### src/rtl/bellek_pkg.sv
// Shared constants for the main-memory arbiter and its requesters.
package bellek_pkg;

  localparam int unsigned ADRES_BIT = 32;
  localparam int unsigned VERI_BIT  = 32;

  localparam logic [31:0] BELLEK_ADRES = 32'h8000_0000;

  localparam logic P_ISLEMCI   = 1'b0;
  localparam logic P_YUKLEYICI = 1'b1;

endpackage

### src/rtl/bellek_hakemi_if.sv
// One requester port of the memory arbiter: request, address/data, lock and ready.
interface bellek_hakemi_if
  import bellek_pkg::*;
#(
  parameter int unsigned ADRES_BIT = bellek_pkg::ADRES_BIT,
  parameter int unsigned VERI_BIT  = bellek_pkg::VERI_BIT
) ();

  logic                 istek;
  logic [ADRES_BIT-1:0] adres;
  logic                 yaz;
  logic [VERI_BIT-1:0]  yaz_veri;
  logic                 kilit;
  logic                 hazir;
  logic [VERI_BIT-1:0]  oku_veri;

  modport master (
    output istek, adres, yaz, yaz_veri, kilit,
    input  hazir, oku_veri
  );

  modport slave (
    input  istek, adres, yaz, yaz_veri, kilit,
    output hazir, oku_veri
  );

endinterface

### src/rtl/hakem_rr2.sv
// Combinational two-way round-robin pick: on a tie the port that did not win last time wins.
module hakem_rr2
  import bellek_pkg::*;
(
  input  logic [1:0] istek,
  input  logic       son_kazanan,
  output logic       gecerli_c,
  output logic       kazanan_c
);

  // Pick the single requester, or the one that was not the last winner on a tie
  always_comb begin
    gecerli_c = |istek;
    kazanan_c = P_ISLEMCI;
    case (istek)
      2'b10:   kazanan_c = P_YUKLEYICI;
      2'b11:   kazanan_c = ~son_kazanan;
      default: kazanan_c = P_ISLEMCI;
    endcase
  end

endmodule

### src/rtl/bellek_hakemi.sv
// Arbiter for the single-port main memory shared by the processor (port 0) and the
// loader/debug master (port 1). One access per cycle, zero-latency grant, round-robin
// on conflict. Optional burst lock is built when BELLEK_HAKEMI_KILIT_EN is defined.
module bellek_hakemi
  import bellek_pkg::*;
#(
  parameter int unsigned ADRES_BIT = bellek_pkg::ADRES_BIT,
  parameter int unsigned VERI_BIT  = bellek_pkg::VERI_BIT,
  parameter int unsigned MAX_KILIT = 8
) (
  input  logic                 clk,
  input  logic                 rst,
  bellek_hakemi_if.slave       p0,
  bellek_hakemi_if.slave       p1,
  output logic [ADRES_BIT-1:0] bellek_adres,
  output logic [VERI_BIT-1:0]  bellek_yaz_veri,
  output logic                 bellek_yaz,
  input  logic [VERI_BIT-1:0]  bellek_oku_veri
);

  if (MAX_KILIT < 1) begin : g_max_kilit_hata
    $error("MAX_KILIT must be at least 1");
  end

  logic [1:0] istek_c;
  logic       rr_gecerli_c;
  logic       rr_kazanan_c;
  logic       izin_gecerli_c;
  logic       izin_c;
  logic       son_kazanan_q;
  logic       son_kazanan_d;

  // Requests are masked during reset so nothing is granted or written
  assign istek_c = {p1.istek, p0.istek} & {2{~rst}};

  hakem_rr2 u_rr (
    .istek       (istek_c),
    .son_kazanan (son_kazanan_q),
    .gecerli_c   (rr_gecerli_c),
    .kazanan_c   (rr_kazanan_c)
  );

`ifdef BELLEK_HAKEMI_KILIT_EN
  localparam int unsigned SAYAC_BIT = $clog2(MAX_KILIT + 1);

  logic                 kilit_gecerli_q, kilit_gecerli_d;
  logic                 kilit_sahibi_q,  kilit_sahibi_d;
  logic [SAYAC_BIT-1:0] kilit_sayac_q,   kilit_sayac_d;
  logic                 kilit_doldu_c;
  logic                 kilit_aktif_c;
  logic                 kilit_istek_c;

  // Lock override on top of the round-robin pick, and next lock state
  always_comb begin
    kilit_doldu_c   = kilit_gecerli_q && (kilit_sayac_q == SAYAC_BIT'(MAX_KILIT));
    kilit_aktif_c   = kilit_gecerli_q && !kilit_doldu_c && istek_c[kilit_sahibi_q];
    izin_gecerli_c  = rr_gecerli_c;
    izin_c          = rr_kazanan_c;
    kilit_gecerli_d = 1'b0;
    kilit_sahibi_d  = kilit_sahibi_q;
    kilit_sayac_d   = '0;

    if (kilit_aktif_c) begin
      izin_gecerli_c = 1'b1;
      izin_c         = kilit_sahibi_q;
    end

    kilit_istek_c = (izin_c == P_YUKLEYICI) ? p1.kilit : p0.kilit;

    // An expiring owner cannot re-lock in the same cycle; the count restarts on its next grant
    if (izin_gecerli_c && kilit_istek_c &&
        !(kilit_doldu_c && (kilit_sahibi_q == izin_c))) begin
      kilit_gecerli_d = 1'b1;
      kilit_sahibi_d  = izin_c;
      kilit_sayac_d   = kilit_aktif_c ? (kilit_sayac_q + SAYAC_BIT'(1)) : SAYAC_BIT'(1);
    end
  end

  // Lock state registers
  always_ff @(posedge clk) begin
    if (rst) begin
      kilit_gecerli_q <= 1'b0;
      kilit_sahibi_q  <= P_ISLEMCI;
      kilit_sayac_q   <= '0;
    end else begin
      kilit_gecerli_q <= kilit_gecerli_d;
      kilit_sahibi_q  <= kilit_sahibi_d;
      kilit_sayac_q   <= kilit_sayac_d;
    end
  end
`else
  logic kilit_unused;

  assign kilit_unused   = p0.kilit ^ p1.kilit;
  assign izin_gecerli_c = rr_gecerli_c;
  assign izin_c         = rr_kazanan_c;
`endif

  // Steer the granted port onto the memory bus and raise its ready
  always_comb begin
    son_kazanan_d   = son_kazanan_q;
    p0.hazir        = 1'b0;
    p1.hazir        = 1'b0;
    bellek_adres    = '0;
    bellek_yaz_veri = '0;
    bellek_yaz      = 1'b0;
    if (izin_gecerli_c) begin
      son_kazanan_d = izin_c;
      if (izin_c == P_YUKLEYICI) begin
        p1.hazir        = 1'b1;
        bellek_adres    = p1.adres;
        bellek_yaz_veri = p1.yaz_veri;
        bellek_yaz      = p1.yaz;
      end else begin
        p0.hazir        = 1'b1;
        bellek_adres    = p0.adres;
        bellek_yaz_veri = p0.yaz_veri;
        bellek_yaz      = p0.yaz;
      end
    end
  end

  // Read data is broadcast; each requester qualifies it with its own ready
  assign p0.oku_veri = bellek_oku_veri;
  assign p1.oku_veri = bellek_oku_veri;

  // Last-winner register; reset to port 1 so port 0 wins the first tie
  always_ff @(posedge clk) begin
    if (rst) begin
      son_kazanan_q <= P_YUKLEYICI;
    end else begin
      son_kazanan_q <= son_kazanan_d;
    end
  end

endmodule

### src/flat_wrapper.sv
// flat-port wrapper written by rule: the top's interface ports become plain ports
module bellek_hakemi_flat import bellek_pkg::*;
#(
  parameter int unsigned ADRES_BIT = bellek_pkg::ADRES_BIT,
  parameter int unsigned VERI_BIT  = bellek_pkg::VERI_BIT,
  parameter int unsigned MAX_KILIT = 8
)
  (clk, rst, bellek_adres, bellek_yaz_veri, bellek_yaz, bellek_oku_veri, p0_istek, p0_adres, p0_yaz, p0_yaz_veri, p0_kilit, p0_hazir, p0_oku_veri, p1_istek, p1_adres, p1_yaz, p1_yaz_veri, p1_kilit, p1_hazir, p1_oku_veri);
  bellek_hakemi_if #(.ADRES_BIT(ADRES_BIT), .VERI_BIT(VERI_BIT)) p0_i ();
  bellek_hakemi_if #(.ADRES_BIT(ADRES_BIT), .VERI_BIT(VERI_BIT)) p1_i ();
  input  logic clk;
  input  logic rst;
  output logic [ADRES_BIT-1:0] bellek_adres;
  output logic [VERI_BIT-1:0] bellek_yaz_veri;
  output logic bellek_yaz;
  input  logic [VERI_BIT-1:0] bellek_oku_veri;
  input wire logic [$bits(p0_i.istek)-1:0] p0_istek;
  input wire logic [$bits(p0_i.adres)-1:0] p0_adres;
  input wire logic [$bits(p0_i.yaz)-1:0] p0_yaz;
  input wire logic [$bits(p0_i.yaz_veri)-1:0] p0_yaz_veri;
  input wire logic [$bits(p0_i.kilit)-1:0] p0_kilit;
  output wire logic [$bits(p0_i.hazir)-1:0] p0_hazir;
  output wire logic [$bits(p0_i.oku_veri)-1:0] p0_oku_veri;
  input wire logic [$bits(p1_i.istek)-1:0] p1_istek;
  input wire logic [$bits(p1_i.adres)-1:0] p1_adres;
  input wire logic [$bits(p1_i.yaz)-1:0] p1_yaz;
  input wire logic [$bits(p1_i.yaz_veri)-1:0] p1_yaz_veri;
  input wire logic [$bits(p1_i.kilit)-1:0] p1_kilit;
  output wire logic [$bits(p1_i.hazir)-1:0] p1_hazir;
  output wire logic [$bits(p1_i.oku_veri)-1:0] p1_oku_veri;
  assign p0_i.istek = p0_istek;
  assign p0_i.adres = p0_adres;
  assign p0_i.yaz = p0_yaz;
  assign p0_i.yaz_veri = p0_yaz_veri;
  assign p0_i.kilit = p0_kilit;
  assign p0_hazir = p0_i.hazir;
  assign p0_oku_veri = p0_i.oku_veri;
  assign p1_i.istek = p1_istek;
  assign p1_i.adres = p1_adres;
  assign p1_i.yaz = p1_yaz;
  assign p1_i.yaz_veri = p1_yaz_veri;
  assign p1_i.kilit = p1_kilit;
  assign p1_hazir = p1_i.hazir;
  assign p1_oku_veri = p1_i.oku_veri;
  bellek_hakemi #(.ADRES_BIT(ADRES_BIT), .VERI_BIT(VERI_BIT), .MAX_KILIT(MAX_KILIT)) u_core (.clk(clk), .rst(rst), .p0(p0_i), .p1(p1_i), .bellek_adres(bellek_adres), .bellek_yaz_veri(bellek_yaz_veri), .bellek_yaz(bellek_yaz), .bellek_oku_veri(bellek_oku_veri));
endmodule
### config.mk
export PLATFORM = sky130hd
export DESIGN_NAME = bellek_hakemi_flat
export DESIGN_NICKNAME = d
export VERILOG_FILES = /design/src/rtl/bellek_pkg.sv /design/src/rtl/bellek_hakemi_if.sv /design/src/rtl/hakem_rr2.sv /design/src/rtl/bellek_hakemi.sv /design/src/flat_wrapper.sv
export SDC_FILE = /design/constraint.sdc
export NUM_CORES = 1
export LEC_CHECK = 0
export ABC_CLOCK_PERIOD_IN_PS = 1750
export CORE_AREA = 2 2 115 117
export CTS_CLUSTER_DIAMETER = 50
export DETAILED_ROUTE_END_ITERATION = 10
export DIE_AREA = 0 0 117 119
export PLACE_DENSITY = 0.65
export SLEW_MARGIN = 20
export SYNTH_ARGS = -nofsm -noshare
export SYNTH_HDL_FRONTEND = slang
export SYNTH_SLANG_ARGS = --single-unit
### constraint.sdc
create_clock -name clk -period 1.75 [get_ports clk]
set_input_delay 0.35 -clock clk [delete_from_list [all_inputs] [get_ports clk]]
set_output_delay 0.35 -clock clk [all_outputs]
set_load 0.05 [all_outputs]
* Yosys cells after proc, flatten, opt, wreduce, memory -nomap -nowiden
Index checks and enable logic that the tools add are counted.
** Cells by class
- Equality and inequality tests :: 2
- Muxes and demuxes :: 11
- Bitwise gates (word level) :: 3
- Reduce and logical (&&, ||, !) cells :: 1
** Operators with widths (number)
- 32-bit two-way mux :: 4
- 1-bit two-way mux :: 6
- 2-bit == test (second input constant) :: 2
- 2-bit AND :: 1
- 1-bit inverter :: 2
- 1-bit case mux with 2 select lines :: 1
- 2-bit OR reduction :: 1
** Storage, ports and cells
- Register bits :: 1

* Longest topological paths before layout
- Word-level depth :: 6
- Gate-level depth with buffers :: 5
- Gate-level depth less buffers :: 3

* Cells and area by module
A second synthesis with hierarchy kept.
** Second synthesis, totals
- Cell total of the unflattened synthesis :: 218
- Area, all modules :: 1582.8 um2
** By module, submodules not included
- bellek_hakemi :: instances 1, cells an instance 216, area an instance 1569.0 um2, seq. area each 20.0 um2
- hakem_rr2 :: instances 1, cells an instance 2, area an instance 13.8 um2, seq. area each 0.0 um2

* Worst setup path after synthesis
No wires, ideal clock.
- Kind :: reg-to-output
- From :: register u_core.son_kazanan_q
- To :: output bellek_adres[24]
- Data arrival time :: 1556 ps
- Setup slack :: -156 ps
- Stages on the path, launching flop included :: 6
- Buffers on the path :: 2
- Cells stage by stage :: dfxtp_1 > nand2b_4 > buf_2 > buf_6 > a32oi_1 > nor2_1
** On the way
- Longest elaborated chain between the ends :: 4
** RTL lines
- from (decl) :: RTL line bellek_hakemi.sv:30 : logic son_kazanan_q;
- from (signal assigned) :: RTL line bellek_hakemi.sv:132 : son_kazanan_q <= son_kazanan_d;
- 1-bit inverter :: RTL line hakem_rr2.sv:17 : 2'b11: kazanan_c = ~son_kazanan;
- 1-bit case mux with 2 select lines :: RTL line hakem_rr2.sv:15 : case (istek)
- 32-bit two-way mux :: RTL line bellek_hakemi.sv:109 : if (izin_c == P_YUKLEYICI) begin
- 32-bit two-way mux :: RTL line bellek_hakemi.sv:107 : if (izin_gecerli_c) begin
- to (decl) :: RTL line flat_wrapper.sv:13 : output logic [ADRES_BIT-1:0] bellek_adres;
Every way passes these cells.

* Final worst setup path
- From :: input p1_istek
- To :: output bellek_yaz_veri[27]
** On the way
- Longest elaborated chain between the ends :: 5
- Elaborated cells between the ends (all ways) :: 7
** RTL lines
- from (decl) :: RTL line flat_wrapper.sv:24 : input wire logic [$bits(p1_i.istek)-1:0] p1_istek;
- 2-bit AND * :: RTL line bellek_hakemi.sv:34 : assign istek_c = {p1.istek, p0.istek} & {2{~rst}};
- 2-bit == test :: RTL line hakem_rr2.sv:15
- 1-bit case mux with 2 select lines :: RTL line hakem_rr2.sv:15
- 32-bit two-way mux :: RTL line bellek_hakemi.sv:109
- 32-bit two-way mux * :: RTL line bellek_hakemi.sv:107
- to (decl) :: RTL line flat_wrapper.sv:14 : output logic [VERI_BIT-1:0] bellek_yaz_veri;
Mark *: on every way between the ends. The rest lies on a longest branch, timed or not.

==> results.tsv <==
stage	metric	value	unit
run_status	outcome	finished clean	
timing	crit share post-route	99.7	%
place	pre-CTS WS	-0.392	ns
min_path	class of the tightest hold or removal check	register to register	
logic_synthesis	synthesis-stage register bit count	1	
grt	maximum number of pins on one net before global-route repair	30	
finish	share of layout cells above drive strength 1	53.3	%
timing	highest clock frequency the design can meet	0.573	GHz
finish	antenna cell count	0	
routing	vias per std cell	4.31	
worst_setup_path	critical path class	primary input to output port	
floorplan	initial core utilization	11.9	%
timing	worst hold margin	0.539	ns
routing	post-route antenna net violation count	0	
timing	post-layout min period	1.75	ns
routing	1st-pass router iterations	4	
min_path	hold-critical path endpoint	u_core.son_kazanan_q	
worst_setup_path	crit path DAT	1.40	ns
timing	worst path setup slack after routing	0.00465	ns
logic_synthesis	proportion of netlist area held by the largest area contributor	37.2	%
floorplan	Die W	117	µm
grt	GRT Resource Usage Total	12.0	%
logic_synthesis	syn_nets	400	
logic_synthesis	yosys synthesis warning count	0	
finish	layout overhead on the synthesized area	213	%
worst_setup_path	setup slack on the worst flop-to-flop path	0.79	ns
logic_synthesis	part of the Yosys area used for sequential elements	1.31	%
grt	number of global-route vias before repair	2488	
floorplan	IO Pins	299	
worst_setup_path	number of cells on the worst reg-to-reg path	3	
place	post-detail-place hpwl	6570	µm
worst_setup_path	CP max FO	8	
timing	RSZ-0062 raised after global routing	true	
logic_synthesis	cell taking the most area after synthesis	sky130_fd_sc_hd__a32oi_1	
routing	Routed WL per cell	18.7	µm
worst_setup_path	Reg2Reg Capture Point	u_core.son_kazanan_q	
timing	worst-case headroom to the max-slew limit	76.1	%
logic_synthesis	average size of a mapped cell	6.60	µm²
finish	Filler Cells Inserted	1250	
timing	worst setup skew after layout	0	ns
routing	drt first-iter violations	49	
worst_setup_path	data required time of the critical path	1.40	ns
finish	Net count, final	538	
worst_setup_path	type of element capturing the critical path	output port	
worst_setup_path	startpoint of the worst setup timing path	p1_istek	
floorplan	floorplan core area	12900	µm²
floorplan	row count	42	
power_and_ir_drop	largest voltage drop on the vdd net	0.175	mV
grt	total grt overflow	0	
worst_setup_path	launching element type of the critical path	primary input	
place	weighted congestion at the end of routability-driven global placement	0.663	
timing	Max Slew Vio Count	0	
timing	total of endpoints with negative setup slack in the final report	0	
routing	vias post-DR	2346	
place	quantity of I/O buffers inserted on ports	200	
cts	CTS clock-pin slew for the worst setup and hold paths	0	ns
worst_setup_path	R2R Path Start	u_core.son_kazanan_q	
cts	clock latency on the worst-skew pair	0	ns
timing	actual transition at the worst max-transition pin	0.358	ns
routing	sum of routed wire length over all layers	10200	µm
power_and_ir_drop	areal power density over the cells	357	nW/µm²
power_and_ir_drop	Pleak	1.67	nW
finish	Largest register FFs	1	
logic_synthesis	leading cell types by total area after synthesis	sky130_fd_sc_hd__a32oi_1, sky130_fd_sc_hd__buf_4, sky130_fd_sc_hd__nor2_1	
finish	Top Registers	u_core.son_kazanan_q (1)	
grt	wire length of the first global-routing pass	13400	µm
job	max cap viols	0	
floorplan	die span in y	119	µm
min_path	Worst Hold Path Cells	2	
logic_synthesis	Post-Synthesis Cell Area	1530	µm²
min_path	worst min-delay path startpoint	u_core.son_kazanan_q	
logic_synthesis	count of unique library cells instantiated by Yosys	13	
grt	initial antenna violation count	0	
timing	final count of hold timing violations	0	
finish	largest reg by FF count	u_core.son_kazanan_q	
logic_synthesis	count of mapped cells out of synthesis	232	
floorplan	die area	13900	µm²
finish	post-route core utilization	37.2	%
routing	remaining design rule violation count	0	
cts	number of hold buffers added after cts	0	
## how the worst max path moves through the flow
stage / to / cells after the start
final: bellek_yaz_veri[27] / 7
after global routing: bellek_yaz_veri[7] / 7
after CTS: bellek_yaz_veri[6] / 9
after detailed placement: bellek_yaz / 6
after global placement: bellek_yaz / 7
after floorplan: bellek_yaz_veri[15] / 5
## cells in the mapped netlist
master,number
sky130_fd_sc_hd__a21oi_1,1
sky130_fd_sc_hd__nand2b_4,1
sky130_fd_sc_hd__buf_4,69
sky130_fd_sc_hd__buf_2,12
sky130_fd_sc_hd__clkbuf_1,9
sky130_fd_sc_hd__inv_2,1
sky130_fd_sc_hd__buf_6,3
sky130_fd_sc_hd__dfxtp_1,1
sky130_fd_sc_hd__a32oi_1,65
sky130_fd_sc_hd__a21boi_2,1
sky130_fd_sc_hd__nand2_1,2
sky130_fd_sc_hd__nor2_1,66
sky130_fd_sc_hd__nor2b_1,1
## critical path, cell delays in order
cell	delay, ns
sky130_fd_sc_hd__buf_6	0.08
sky130_fd_sc_hd__a21boi_4	0.21
sky130_fd_sc_hd__buf_6	0.17
sky130_fd_sc_hd__buf_12	0.16
sky130_fd_sc_hd__a32oi_1	0.07
sky130_fd_sc_hd__nor2_1	0.17
sky130_fd_sc_hd__clkbuf_16	0.19
## report_power, final
group	internal (mW)	total [mW]	switching [mW]
logic	0.888	1.68	0.792
registers	0.0256	0.0291	0.00347
clock network	0	0	0
total	0.914	1.71	0.795
## routing by layer
layer,track usage (%),vias up,wire (µm)
met2,25.0,136,5670
met1,12.1,1111,3520
met5,0,-,0
met4,1.99,0,138
li1,-,1078,-
met3,2.19,21,846
## per-stage QoR
stage | cell area (µm²) | setup TNS [ns] | total power [mW] | instances
after detailed placement | 4090 | -21.67 | 1.49 | 527
after CTS | 4580 | -1.98 | 1.67 | 541
after global routing | 4780 | -0.517 | 1.78 | 544
after global placement | 4090 | -18.54 | 1.47 | 527
after floorplan | 1650 | -2.16 | 1.05 | 232
final | 4780 | 0 | 1.71 | 544
## final cells by class
class	instances	area [µm²]	share of cell area [%]
Inverter	1	3.75	0.0785
Multi-Input combinational cell	138	1320	27.7
Sequential cell	1	21.3	0.445
Tap cell	176	220	4.60
Timing Repair Buffer	228	3220	67.2
## cells in the final DEF, fill, tap and decap left out
cell type and n:
sky130_fd_sc_hd__a21boi_4 1, sky130_fd_sc_hd__a21oi_1 1, sky130_fd_sc_hd__a32oi_1 30, sky130_fd_sc_hd__a32oi_2 32, sky130_fd_sc_hd__a32oi_4 3, sky130_fd_sc_hd__buf_12 70
sky130_fd_sc_hd__buf_16 4, sky130_fd_sc_hd__buf_4 5, sky130_fd_sc_hd__buf_6 8, sky130_fd_sc_hd__clkbuf_16 11, sky130_fd_sc_hd__clkdlybuf4s50_1 130, sky130_fd_sc_hd__dfxtp_2 1
sky130_fd_sc_hd__inv_2 1, sky130_fd_sc_hd__nand2_1 2, sky130_fd_sc_hd__nand2b_2 1, sky130_fd_sc_hd__nand2b_4 1, sky130_fd_sc_hd__nor2_1 9, sky130_fd_sc_hd__nor2_2 56
sky130_fd_sc_hd__nor2_4 1, sky130_fd_sc_hd__nor2b_2 1
## kinds of logic after synthesis
group | Yosys count | share of synthesized area (%)
buffers and inverters | 94 | 42.4
and+or+nand+nor | 70 | 18.0
DFF | 1 | 1.31
AOI/OAI and AO/OA | 67 | 38.3
## timing repair
| action | 4_1_cts | 5_1_grt |
|---|---|---|
| pin swaps | 19 | 20 |
| cloned | 6 | 8 |
| buffers inserted | 8 | 0 |
| gates resized for setup | 46 | 30 |
| setup endpoints to repair | 67 | 45 |
No activity file was read; power rests on OpenSTA's default activity.
